`config.mk`:
```
export PLATFORM = sky130hd
export DESIGN_NAME = multicycle_controller
export DESIGN_NICKNAME = d
export VERILOG_FILES = /design/src/rtl/multicycle_controller_pkg.sv /design/src/rtl/alu_decoder.sv /design/src/rtl/multicycle_controller.sv
export SDC_FILE = /design/constraint.sdc
export NUM_CORES = 1
export LEC_CHECK = 0
export BUFFER_PORTS_ARGS = -buffer_cell sky130_fd_sc_hd__buf_2
export CORE_MARGIN = 3
export CORE_UTILIZATION = 39
export DETAILED_ROUTE_END_ITERATION = 10
export PLACE_DENSITY = 0.76
export SETUP_SLACK_MARGIN = 0.05
export SYNTH_ARGS = -nofsm -noshare
export SYNTH_HDL_FRONTEND = slang
export SYNTH_HIERARCHICAL = 1
export SYNTH_SLANG_ARGS = --single-unit
export TNS_END_PERCENT = 20
```
`constraint.sdc`:
```
create_clock -name clk -period 1.1 [get_ports clk]
set_input_delay 0 -clock clk [delete_from_list [all_inputs] [get_ports clk]]
set_output_delay 0 -clock clk [all_outputs]
set_load 0.02 [all_outputs]
```
`src/rtl/multicycle_controller_pkg.sv`:
```
// Shared encodings for the multicycle RISC-V controller: FSM states, opcodes,
// ALU operation codes and datapath mux selects.
package multicycle_controller_pkg;

  typedef enum logic [3:0] {
    S_FETCH, S_DECODE, S_MEMADR, S_MEMREAD, S_MEMWB, S_MEMWRITE,
    S_EXECR, S_EXECI, S_ALUWB, S_BEQ, S_JAL, S_ERROR
  } state_t;

  localparam logic [6:0] OP_LW    = 7'b0000011;
  localparam logic [6:0] OP_SW    = 7'b0100011;
  localparam logic [6:0] OP_RTYPE = 7'b0110011;
  localparam logic [6:0] OP_ITYPE = 7'b0010011;
  localparam logic [6:0] OP_BEQ   = 7'b1100011;
  localparam logic [6:0] OP_JAL   = 7'b1101111;

  localparam logic [2:0] ALU_ADD = 3'b000;
  localparam logic [2:0] ALU_SUB = 3'b001;
  localparam logic [2:0] ALU_AND = 3'b010;
  localparam logic [2:0] ALU_OR  = 3'b011;
  localparam logic [2:0] ALU_SLT = 3'b101;
  localparam logic [2:0] ALU_BAD = 3'b111;

  localparam logic [1:0] ALUOP_ADD   = 2'b00;
  localparam logic [1:0] ALUOP_SUB   = 2'b01;
  localparam logic [1:0] ALUOP_FUNCT = 2'b10;

  localparam logic [1:0] SRCA_PC    = 2'b00;
  localparam logic [1:0] SRCA_OLDPC = 2'b01;
  localparam logic [1:0] SRCA_RS1   = 2'b10;

  localparam logic [1:0] SRCB_RS2  = 2'b00;
  localparam logic [1:0] SRCB_IMM  = 2'b01;
  localparam logic [1:0] SRCB_FOUR = 2'b10;

  localparam logic [1:0] RES_ALUOUT = 2'b00;
  localparam logic [1:0] RES_MEM    = 2'b01;
  localparam logic [1:0] RES_ALU    = 2'b10;

  localparam logic [1:0] IMM_I = 2'b00;
  localparam logic [1:0] IMM_S = 2'b01;
  localparam logic [1:0] IMM_B = 2'b10;
  localparam logic [1:0] IMM_J = 2'b11;

  localparam logic ADR_PC     = 1'b0;
  localparam logic ADR_RESULT = 1'b1;

endpackage

```
`src/rtl/alu_decoder.sv`:
```
// Maps the FSM's coarse ALU request plus funct fields to the ALU control code.
module alu_decoder
  import multicycle_controller_pkg::*;
(
  input  logic [1:0] i_alu_op,
  input  logic [2:0] i_funct3,
  input  logic       i_op5,
  input  logic       i_funct7b5,
  output logic [2:0] o_alu_control
);

  always_comb begin
    o_alu_control = ALU_BAD;
    case (i_alu_op)
      ALUOP_ADD: o_alu_control = ALU_ADD;
      ALUOP_SUB: o_alu_control = ALU_SUB;
      ALUOP_FUNCT: begin
        case (i_funct3)
          3'b000:  o_alu_control = (i_op5 & i_funct7b5) ? ALU_SUB : ALU_ADD;
          3'b010:  o_alu_control = ALU_SLT;
          3'b110:  o_alu_control = ALU_OR;
          3'b111:  o_alu_control = ALU_AND;
          default: o_alu_control = ALU_BAD;
        endcase
      end
      default: o_alu_control = ALU_BAD;
    endcase
  end

endmodule

```
`src/rtl/multicycle_controller.sv`:
```
// Moore FSM sequencing a multicycle RISC-V datapath (lw/sw/R/I/beq/jal).
// Write enables are gated by rst_n so nothing is written while reset is held.
module multicycle_controller
  import multicycle_controller_pkg::*;
#(
  parameter bit ILLEGAL_TRAP = 1'b1
) (
  input  logic       clk,
  input  logic       rst_n,
  input  logic [6:0] op,
  input  logic [2:0] funct3,
  input  logic       funct7b5,
  input  logic       zero,
  output logic [2:0] ALUControl,
  output logic [1:0] ALUSrcA,
  output logic [1:0] ALUSrcB,
  output logic [1:0] ResultSrc,
  output logic [1:0] ImmSrc,
  output logic       AdrSrc,
  output logic       IRWrite,
  output logic       PCWrite,
  output logic       RegWrite,
  output logic       MemWrite,
  output logic       illegal
);

  state_t     r_state;
  state_t     w_next_state;
  logic [1:0] w_alu_op;
  logic       w_pc_update, w_branch, w_irwrite, w_regwrite, w_memwrite, w_illegal;

  always_ff @(posedge clk or negedge rst_n) begin
    if (!rst_n) r_state <= S_FETCH;
    else        r_state <= w_next_state;
  end

  always_comb begin
    w_next_state = r_state;
    w_alu_op     = ALUOP_ADD;
    ALUSrcA      = SRCA_PC;
    ALUSrcB      = SRCB_RS2;
    ResultSrc    = RES_ALUOUT;
    AdrSrc       = ADR_PC;
    w_pc_update  = 1'b0;
    w_branch     = 1'b0;
    w_irwrite    = 1'b0;
    w_regwrite   = 1'b0;
    w_memwrite   = 1'b0;
    w_illegal    = 1'b0;
    case (r_state)
      S_FETCH: begin
        w_irwrite    = 1'b1;
        ALUSrcB      = SRCB_FOUR;
        ResultSrc    = RES_ALU;
        w_pc_update  = 1'b1;
        w_next_state = S_DECODE;
      end
      S_DECODE: begin
        ALUSrcA = SRCA_OLDPC;
        ALUSrcB = SRCB_IMM;
        case (op)
          OP_LW, OP_SW: w_next_state = S_MEMADR;
          OP_RTYPE:     w_next_state = S_EXECR;
          OP_ITYPE:     w_next_state = S_EXECI;
          OP_BEQ:       w_next_state = S_BEQ;
          OP_JAL:       w_next_state = S_JAL;
          default:      w_next_state = ILLEGAL_TRAP ? S_ERROR : S_FETCH;
        endcase
      end
      S_MEMADR: begin
        ALUSrcA      = SRCA_RS1;
        ALUSrcB      = SRCB_IMM;
        w_next_state = (op == OP_LW) ? S_MEMREAD : S_MEMWRITE;
      end
      S_MEMREAD: begin
        AdrSrc       = ADR_RESULT;
        w_next_state = S_MEMWB;
      end
      S_MEMWB: begin
        ResultSrc    = RES_MEM;
        w_regwrite   = 1'b1;
        w_next_state = S_FETCH;
      end
      S_MEMWRITE: begin
        AdrSrc       = ADR_RESULT;
        w_memwrite   = 1'b1;
        w_next_state = S_FETCH;
      end
      S_EXECR: begin
        ALUSrcA      = SRCA_RS1;
        w_alu_op     = ALUOP_FUNCT;
        w_next_state = S_ALUWB;
      end
      S_EXECI: begin
        ALUSrcA      = SRCA_RS1;
        ALUSrcB      = SRCB_IMM;
        w_alu_op     = ALUOP_FUNCT;
        w_next_state = S_ALUWB;
      end
      S_ALUWB: begin
        w_regwrite   = 1'b1;
        w_next_state = S_FETCH;
      end
      S_BEQ: begin
        ALUSrcA      = SRCA_RS1;
        w_alu_op     = ALUOP_SUB;
        w_branch     = 1'b1;
        w_next_state = S_FETCH;
      end
      S_JAL: begin
        ALUSrcA      = SRCA_OLDPC;
        ALUSrcB      = SRCB_FOUR;
        w_pc_update  = 1'b1;
        w_next_state = S_ALUWB;
      end
      S_ERROR: begin
        w_illegal    = 1'b1;
        w_next_state = S_ERROR;
      end
      default: w_next_state = S_FETCH;
    endcase
  end

  always_comb begin
    ImmSrc = IMM_I;
    case (op)
      OP_SW:   ImmSrc = IMM_S;
      OP_BEQ:  ImmSrc = IMM_B;
      OP_JAL:  ImmSrc = IMM_J;
      default: ImmSrc = IMM_I;
    endcase
  end

  alu_decoder u_alu_decoder (
    .i_alu_op      (w_alu_op),
    .i_funct3      (funct3),
    .i_op5         (op[5]),
    .i_funct7b5    (funct7b5),
    .o_alu_control (ALUControl)
  );

  // Branch resolves in the same cycle the ALU produces zero.
  assign PCWrite  = (w_pc_update | (w_branch & zero)) & rst_n;
  assign IRWrite  = w_irwrite  & rst_n;
  assign RegWrite = w_regwrite & rst_n;
  assign MemWrite = w_memwrite & rst_n;
  assign illegal  = w_illegal  & rst_n;

endmodule

```
==> results.md, run 1 <==
- Outcome: finished, violations left
- Failing checks: setup timing
- Worst-Margin Slew: 0.331 ns
- Most used flip-flop cell after synthesis: dfrtp_1
- First-pass GRT wire length: 3.41 mm
- Post-place setup slack: -0.132 ns
- Final Skew: 0.00617 ns
- Layout cells sized above 1: between 60% and 70%
- Worst Path Arrival: 1.47 ns
- Unique masters post-synth: 39
- Root buf cell: clkbuf_4
- Slowest cell delay on critical path: 0.44 ns
- CTS sink count: 4
- Final antenna-violating net count: 0
- DR iter-0 viols: 27
- Reg-to-Reg Start: r_state[2]$_DFF_PN0_
- Crit path kind: reg -> out
- Total wire length: 2.26 mm
- Setup crit start: r_state[2]$_DFF_PN0_
- # H-tree levels: 1
- Switching portion of total power: a little under half
- Warning count from the yosys run: 6
- Required time of the critical path: 1.10 ns
- Final std cells w/o fill: between 100 and 150
- Final HPWL DP: about 1.5 mm
- Buf/Inv on CP: 2
- Critical Path End Type: primary output
- Biggest registers after layout: r_state x4
- Core area: about 1400 sq um
- RD Place Congestion: about 0.86
- Nets: 136
- Largest register FFs: 4
- #FFs+latches synth: 4
- Critical Path Fanout Max: 6
- Tot GR Track Use: 23.2%
- DR vias/cell: 5.90
- Clk slew on worst S/H paths: 0.05 ns
- CP cell instances: buf_6 -> xor2_1 -> mux2_4 -> nor2_1 -> buf_4
- Area growth, synth to finish: 87.2%
- IO Pins: 31
- Maxcap violations: 0
- Dpl cells: 127
- CP max stage cell: dfrtp_2
- Mapped Cells: 69
- Grt total ovfl: 0
- # setup viols final: 19
- Pwr dens: about 2900 nW/um^2
- Post-layout min period: 1.47 ns
- Input/output buffers: 30
- Routed wl met3: 133 um
- Crit path max-delay family: flip-flops
- Pleak: between 0.5 and 0.6 nW
- Setup ws final: -0.367 ns
- WL per Instance: approximately 17 um
- Met2 WL: around 1.1 mm
- Seq/Total Area, Yosys: roughly 17%
- # diodes: 0
- Die X: 44.8 um
- Peak supply drop: 0.00160 V
- RSZ-0062 raised after global routing: true
- Hold Path Class: in -> reg
- Period utilization: 133%
- Final Hold Viols: 0
- Max layer used: met4
- Max-slew violations: 0
- Comb pwr share: 82.3%
- Clock network power share: about 7%
- Most flops, register: r_state
- NetSw: about 1.4 mW
- Largest net degree at the start of global routing: 8
- Mapped cell area: 586 sq um
- Die Ht: approximately 45 um
- Initial antenna violation count: 0
- Vias in the first global route: 793
- Hold path startpoint: op[5]
- Flop pwr share: 10.8%
- Int Power: between 1.5 and 2 mW
- Async set or reset register ratio after synthesis: 100%
- Post-synth EDFFs: 0
- CP startpoint kind: flip-flop
- Inserted Clock Buffers: 3
- Fmax: 682 MHz
- CTS tree: done
- Die area: roughly 2000 sq um
- Syn avg cell area: 8.49 sq um
- # rows: 13
- Drt pass-1 iters: 4
- Drc violations: 0
- Syn_nets: 83
- WL met1: 958 um
- Via Count: 802
- Fillers: 82
- CTS max path bufs: 2
- Slew HR: 77.9%
- Clock latency on the worst-skew pair: 0.25 ns
- Initial Utilization: approximately 43%
- Most common cell after layout, fill and taps aside: buf_4
- Most frequent cells in the layout: buf_4 (26), buf_2 (16), buf_6 (11), nand3_1 (5), and3_1 (4)
==> power by group through the flow <==
| stage | clock network (mW) | registers, mW | logic (mW) |
|---|---|---|---|
| 6_report | 0.219 | 0.339 | 2.60 |
| 5_1_grt | 0.228 | 0.348 | 2.75 |
| 4_1_cts | 0.214 | 0.329 | 2.33 |
| 3_5_place_dp | 0 | 0.329 | 1.99 |
| 3_3_place_gp | 0 | 0.321 | 1.95 |
| 2_1_floorplan | 0 | 0.269 | 1.33 |
==> kinds of logic after synthesis <==
| group | Yosys count | synth area share, % |
|---|---|---|
| AND/OR/NAND/NOR | 33 | 38.0 |
| multiplexers | 1 | 1.92 |
| XOR/XNOR | 5 | 7.48 |
| buffers and inverters | 8 | 6.84 |
| AO/OA/AOI/OAI | 18 | 28.6 |
| flip-flops | 4 | 17.1 |
==> layer usage <==
metal  vias up  track usage [%]
met1       379             27.1
met5         -                0
met2        40             41.8
met4         0             12.7
li1        377                -
met3         6             1.20
==> worst paths after layout <==
check                                       end  slack (ns)  cells past startpoint
max                                  ALUSrcB[0]       -0.37                      5
min                        r_state[1]$_DFF_PN0_        0.04                      2
max reg2reg                r_state[0]$_DFF_PN0_       -0.20                      5
min reg2reg                r_state[1]$_DFF_PN0_        0.71                      2
max in group asynchronous  r_state[1]$_DFF_PN0_        0.68                      2
min in group asynchronous  r_state[3]$_DFF_PN0_        0.22                      2
==> Yosys cell counts (all sizes together) (4+ instances only) <==
library cell,n,area share [%]
and3,5,5.3
xor2,4,6.0
dfrtp,4,17
nor3,5,5.1
buf,6,5.6
nor2,4,2.6
nand3,5,4.3
==> final cells by class <==
type / instances / area, sq um / area share (%)
multi-input cells: 57 / 531 / 48.4
well taps: 15 / 18.8 / 1.71
inverters: 2 / 7.51 / 0.685
flip-flops and latches: 4 / 104 / 9.47
clock buffers: 4 / 26.3 / 2.40
repair buffers: 54 / 409 / 37.3
==> worst reg2reg max path, delay by kind of cell (launching register included) <==
family | cells | cell delay [ns]
and+or+nand+nor | 1 | 0.17
AOI/OAI and AO/OA | 2 | 0.30
buffers and inverters | 2 | 0.28
DFF | 1 | 0.44
==> through the flow <==
step                area, sq um  hold slack, ns  setup TNS [ns]  utilization, %  total power [mW]
global route               1100          0.0432           -5.60            81.2              3.33
global placement            888          -0.157          -0.758            65.8              2.27
floorplan                   627          -0.296          -0.798               -              1.60
finish                     1100          0.0432           -4.80            81.2              3.15
detailed placement          888          -0.155           -1.03            65.8              2.32
CTS                        1020          0.0401           -4.57            75.6              2.87
==> what timing repair did <==
action / 4_1_cts / 5_1_grt
resized for setup: 25 / 19
buffers inserted: 3 / 1
pin swaps: 3 / 2
hold buffers: 1 / 0
hold endpoints to repair: 4 / 0
endpoints found under the setup margin: 19 / 19
No activity file was read; power rests on OpenSTA's default activity.
==> inputs of run 2 (changes only) <==
--- a/config.mk
+++ b/config.mk
@@ -11,5 +11,5 @@
 export DETAILED_ROUTE_END_ITERATION = 10
 export PLACE_DENSITY = 0.76
-export SETUP_SLACK_MARGIN = 0.05
+export SETUP_SLACK_MARGIN = 0.3
 export SYNTH_ARGS = -nofsm -noshare
 export SYNTH_HDL_FRONTEND = slang
==> constraint.sdc (replaced) <==
create_clock -name clk -period 1.1 [get_ports clk]
set_input_delay 0 -clock clk [delete_from_list [all_inputs] [get_ports clk]]
set_output_delay 0 -clock clk [all_outputs]
set_load 0.1 [all_outputs]
==> run 2 against run 1 <==
The run now fails in global routing. Synthesized cell count unchanged. Synthesized area unchanged.
==> results.md, run 2 <==
- Adder-cell share of the synthesized area: 0%
- Seq/Total Area, Yosys: 17.1%
- Outcome: stopped before the end
- Post-synth top area share: approximately 17%
- CTS sink count: 4
- Kind of the worst endpoint: top-level output
- Xor and xnor area share after synthesis: ~7.5%
- Inserted Clock Buffers: 3
- CTS max path bufs: 2
- # H-tree levels: 1
- Post-synthesis compound-gate area fraction: roughly 29%
- Syn_nets: 83
- Async set or reset register ratio after synthesis: between 90% and 100%
- #FFs+latches synth: 4
- Area contributors post-synth: dfrtp_1 (17%), xor2_1 (6.0%), and3_1 (5.3%)
- IO Pins: 31
- GR repair worst EP: PCWrite
- Dpl cells: 124
- Syn avg cell area: 8.49 sq um
- Post-synth EDFFs: 0
- # rows: 13
- Final HPWL DP: 1.65 mm
- Input/output buffers: 30
- Initial Utilization: 43.4%
- RD Place Congestion: 0.815
- Error msg: [ERROR DPL-0038] Utilization greater than 100%, impossible to legalize
- Post-synthesis mux area share: 1.92%
- Root buf cell: clkbuf_4
- Failing step: global routing
- Die X: between 40 and 50 um
- Most instantiated cells after synthesis: and3_1 (5), buf_2 (5), nand3_1 (5)
- Mapped Cells: 69
- Die Ht: approximately 45 um
- Simple-gate share of the synthesized area: between 30% and 40%
- Mapped cell area: 586 sq um
- Warning count from the yosys run: 6
- Largest net degree at the start of global routing: 10
- Synth area leader: dfrtp_1
- Main combinational cell family by area after synthesis: simple AND/OR/NAND/NOR gates
- Unique masters post-synth: 39
- Most used flip-flop cell after synthesis: dfrtp_1
==> run 2: cell families after synthesis <==
kind of cell / after synthesis
mux: 1
simple gates: 33
flops: 4
compound gates: 18
xor+xnor: 5
buf+inv: 8
==> run 2: stage by stage <==
stage	hold WS, ns	worst slack, ns	instance area, sq um	utilization, %
4_1_cts	0.00694	-0.422	1260	93.0
3_5_place_dp	-0.0630	-0.201	1140	84.2
3_3_place_gp	-0.0689	-0.152	1140	84.2
2_1_floorplan	-0.296	-1.13	644	-
==> run 2: timing repair <==
action | 4_1_cts
gates cloned | 0
endpoints found under the hold margin | 4
hold buffers | 1
gates resized for setup | 15
buffers inserted | 4
pin swaps | 9
endpoints found under the setup margin | 21
==> inputs of run 3 (changes only) <==
Settings changed: CORE_AREA set to 3 3 64 66, CORE_MARGIN 3 to not set, CORE_UTILIZATION 39 to not set, DIE_AREA set to 0 0 67 69, PLACE_DENSITY 0.76 to not set, PLACE_DENSITY_LB_ADDON set to 0.15, SETUP_SLACK_MARGIN 0.3 to not set.
Clock period 1.1 ns to 1.45 ns, I/O delays scaled along.
==> run 3 against run 2 <==
The flow now finishes, with violations (setup timing).
==> results.md, run 3 (synthesis results as in run 1) <==
- Fillers: roughly 390
- Biggest registers after layout: r_state x4
- Hold Path Class: in -> reg
- Period utilization: 103%
- Setup crit start: r_state[0]$_DFF_PN0_
- Maxcap violations: 0
- Die area: around 4600 sq um
- Max-slew violations: 0
- Core area: approximately 3600 sq um
- IO Pins: 31
- Hold path startpoint: op[5]
- Initial antenna violation count: 0
- Final Hold Viols: 0
- Hold path depth: 2
- Reg-to-Reg Start: r_state[0]$_DFF_PN0_
- Most common cell after layout, fill and taps aside: buf_12
- Root buf cell: clkbuf_8
- Die Ht: 69 um
- # H-tree levels: 1
- Required time of the critical path: 1.45 ns
- Final antenna-violating net count: 0
- CTS sink count: 4
- Nets: 124
- Clock latency on the worst-skew pair: between 0.2 and 0.25 ns
- Met1 usage: a little over a tenth
- Total wire length: 2.00 mm
- Final core occ: 33.6%
- Via Count: 718
- Crit path kind: reg -> out
- Initial Utilization: 16.1%
- Final std cells w/o fill: 157
- Slowest cell delay on critical path: 0.43 ns
- Final Skew: 0.00131 ns
- Drt pass-1 iters: 4
- CTS max path bufs: 2
- Die X: 67 um
- CP startpoint kind: flip-flop
- Largest register FFs: 4
- Critical Path End Type: primary output
- Most flops, register: r_state
- Critical Path Fanout Max: 6
- # setup viols final: 5
- Largest net degree at the start of global routing: 12
- RSZ-0062 raised after global routing: true
- Dpl cell area: 1100 sq um
- Buf/Inv on CP: 2
- DR iter-0 viols: 16
- Slew HR: 67.9%
- Layout cells sized above 1: 61.5%
- Tot GR Track Use: 9.29%
- Global route hottest layer: met2
- Worst reg2reg setup slack: about 0.20 ns
- Outcome: finished, violations left
- Clk slew on worst S/H paths: 0.04 ns
- Finished Cell Area: 1220 sq um
- # diodes: 0
- Fmax: approximately 670 MHz
- CTS tree: done
- First-pass GRT wire length: 3.33 mm
- CP cell instances: and4bb_2 -> buf_6 -> a22o_1 -> buf_12
- CP max stage cell: dfrtp_2
- WL per Instance: 12.7 um
- Reg-to-Reg End: r_state[2]$_DFF_PN0_
- Setup ws final: -0.0371 ns
- RD Place Congestion: ~0.7
- Hold endpoint: r_state[1]$_DFF_PN0_
- Final HPWL DP: 1.58 mm
- Vias in the first global route: 740
- Area growth, synth to finish: 108%
- Post-place setup slack: ~0.1 ns
- Met3 Resource Use GR: about 3.1%
- Post-layout min period: between 1 and 1.5 ns
- # rows: 22
- Crit path max-delay family: flip-flops
- Drc violations: 0
- Worst Path Arrival: around 1.5 ns
- Worst-Margin Slew: 0.484 ns
- Input/output buffers: 30
- Inserted Clock Buffers: 3
- DR vias/cell: 4.57
- Met2 GRT Util: 15.2%
- Most frequent cells in the layout: buf_12 (15), buf_2 (14), buf_4 (7), nand3_1 (5), buf_6 (5)
- FF-to-FF path depth: 3
- Grt total ovfl: 0
- Dpl cells: 152
- Failing checks: setup timing
run 3: cell type report:
cell class | instances | area, sq um | share of cell area (%)
repair buffers | 42 | 489 | 40.1
flip-flops and latches | 4 | 105 | 8.62
well taps | 48 | 60.1 | 4.92
inverters | 2 | 7.51 | 0.615
multi-input cells | 57 | 513 | 42.1
clock buffers | 4 | 45.0 | 3.69
run 3: worst max path at each step:
stage | end | slack, ns | depth (start not counted)
global placement | ALUControl[1] | 0.12 | 3
global route | ALUControl[2] | -0.09 | 4
floorplan | IRWrite | -0.78 | 3
detailed placement | ALUControl[1] | 0.10 | 3
finish | ALUControl[2] | -0.04 | 4
CTS | ALUControl[2] | -0.05 | 4
run 3: metal layers:
layer	vias up	part of all wire (%)
met5	-	0
met4	0	1.8
met3	5	7.5
met2	20	50
met1	341	41
li1	352	-
run 3: metrics by stage:
| step | hold WS, ns | setup TNS, ns |
|---|---|---|
| 6_report | 0.0640 | -0.129 |
| 5_1_grt | 0.0904 | -0.537 |
| 4_1_cts | 0.0809 | -0.226 |
| 3_5_place_dp | -0.145 | 0 |
| 3_3_place_gp | -0.148 | 0 |
| 2_1_floorplan | -0.296 | -4.49 |
run 3: what timing repair did:
| item | in CTS | in global routing |
|---|---|---|
| hold buffers | 1 | 0 |
| buffers inserted | 0 | 0 |
| pin swaps | 3 | 1 |
| resized for setup | 9 | 11 |
| setup endpoints to repair | 9 | 10 |
| hold endpoints to repair | 4 | 0 |
Power of run 3 is left out: the tool's default activity adds up to more than one toggle a clock period on the data nets, which glitch-free logic cannot reach.
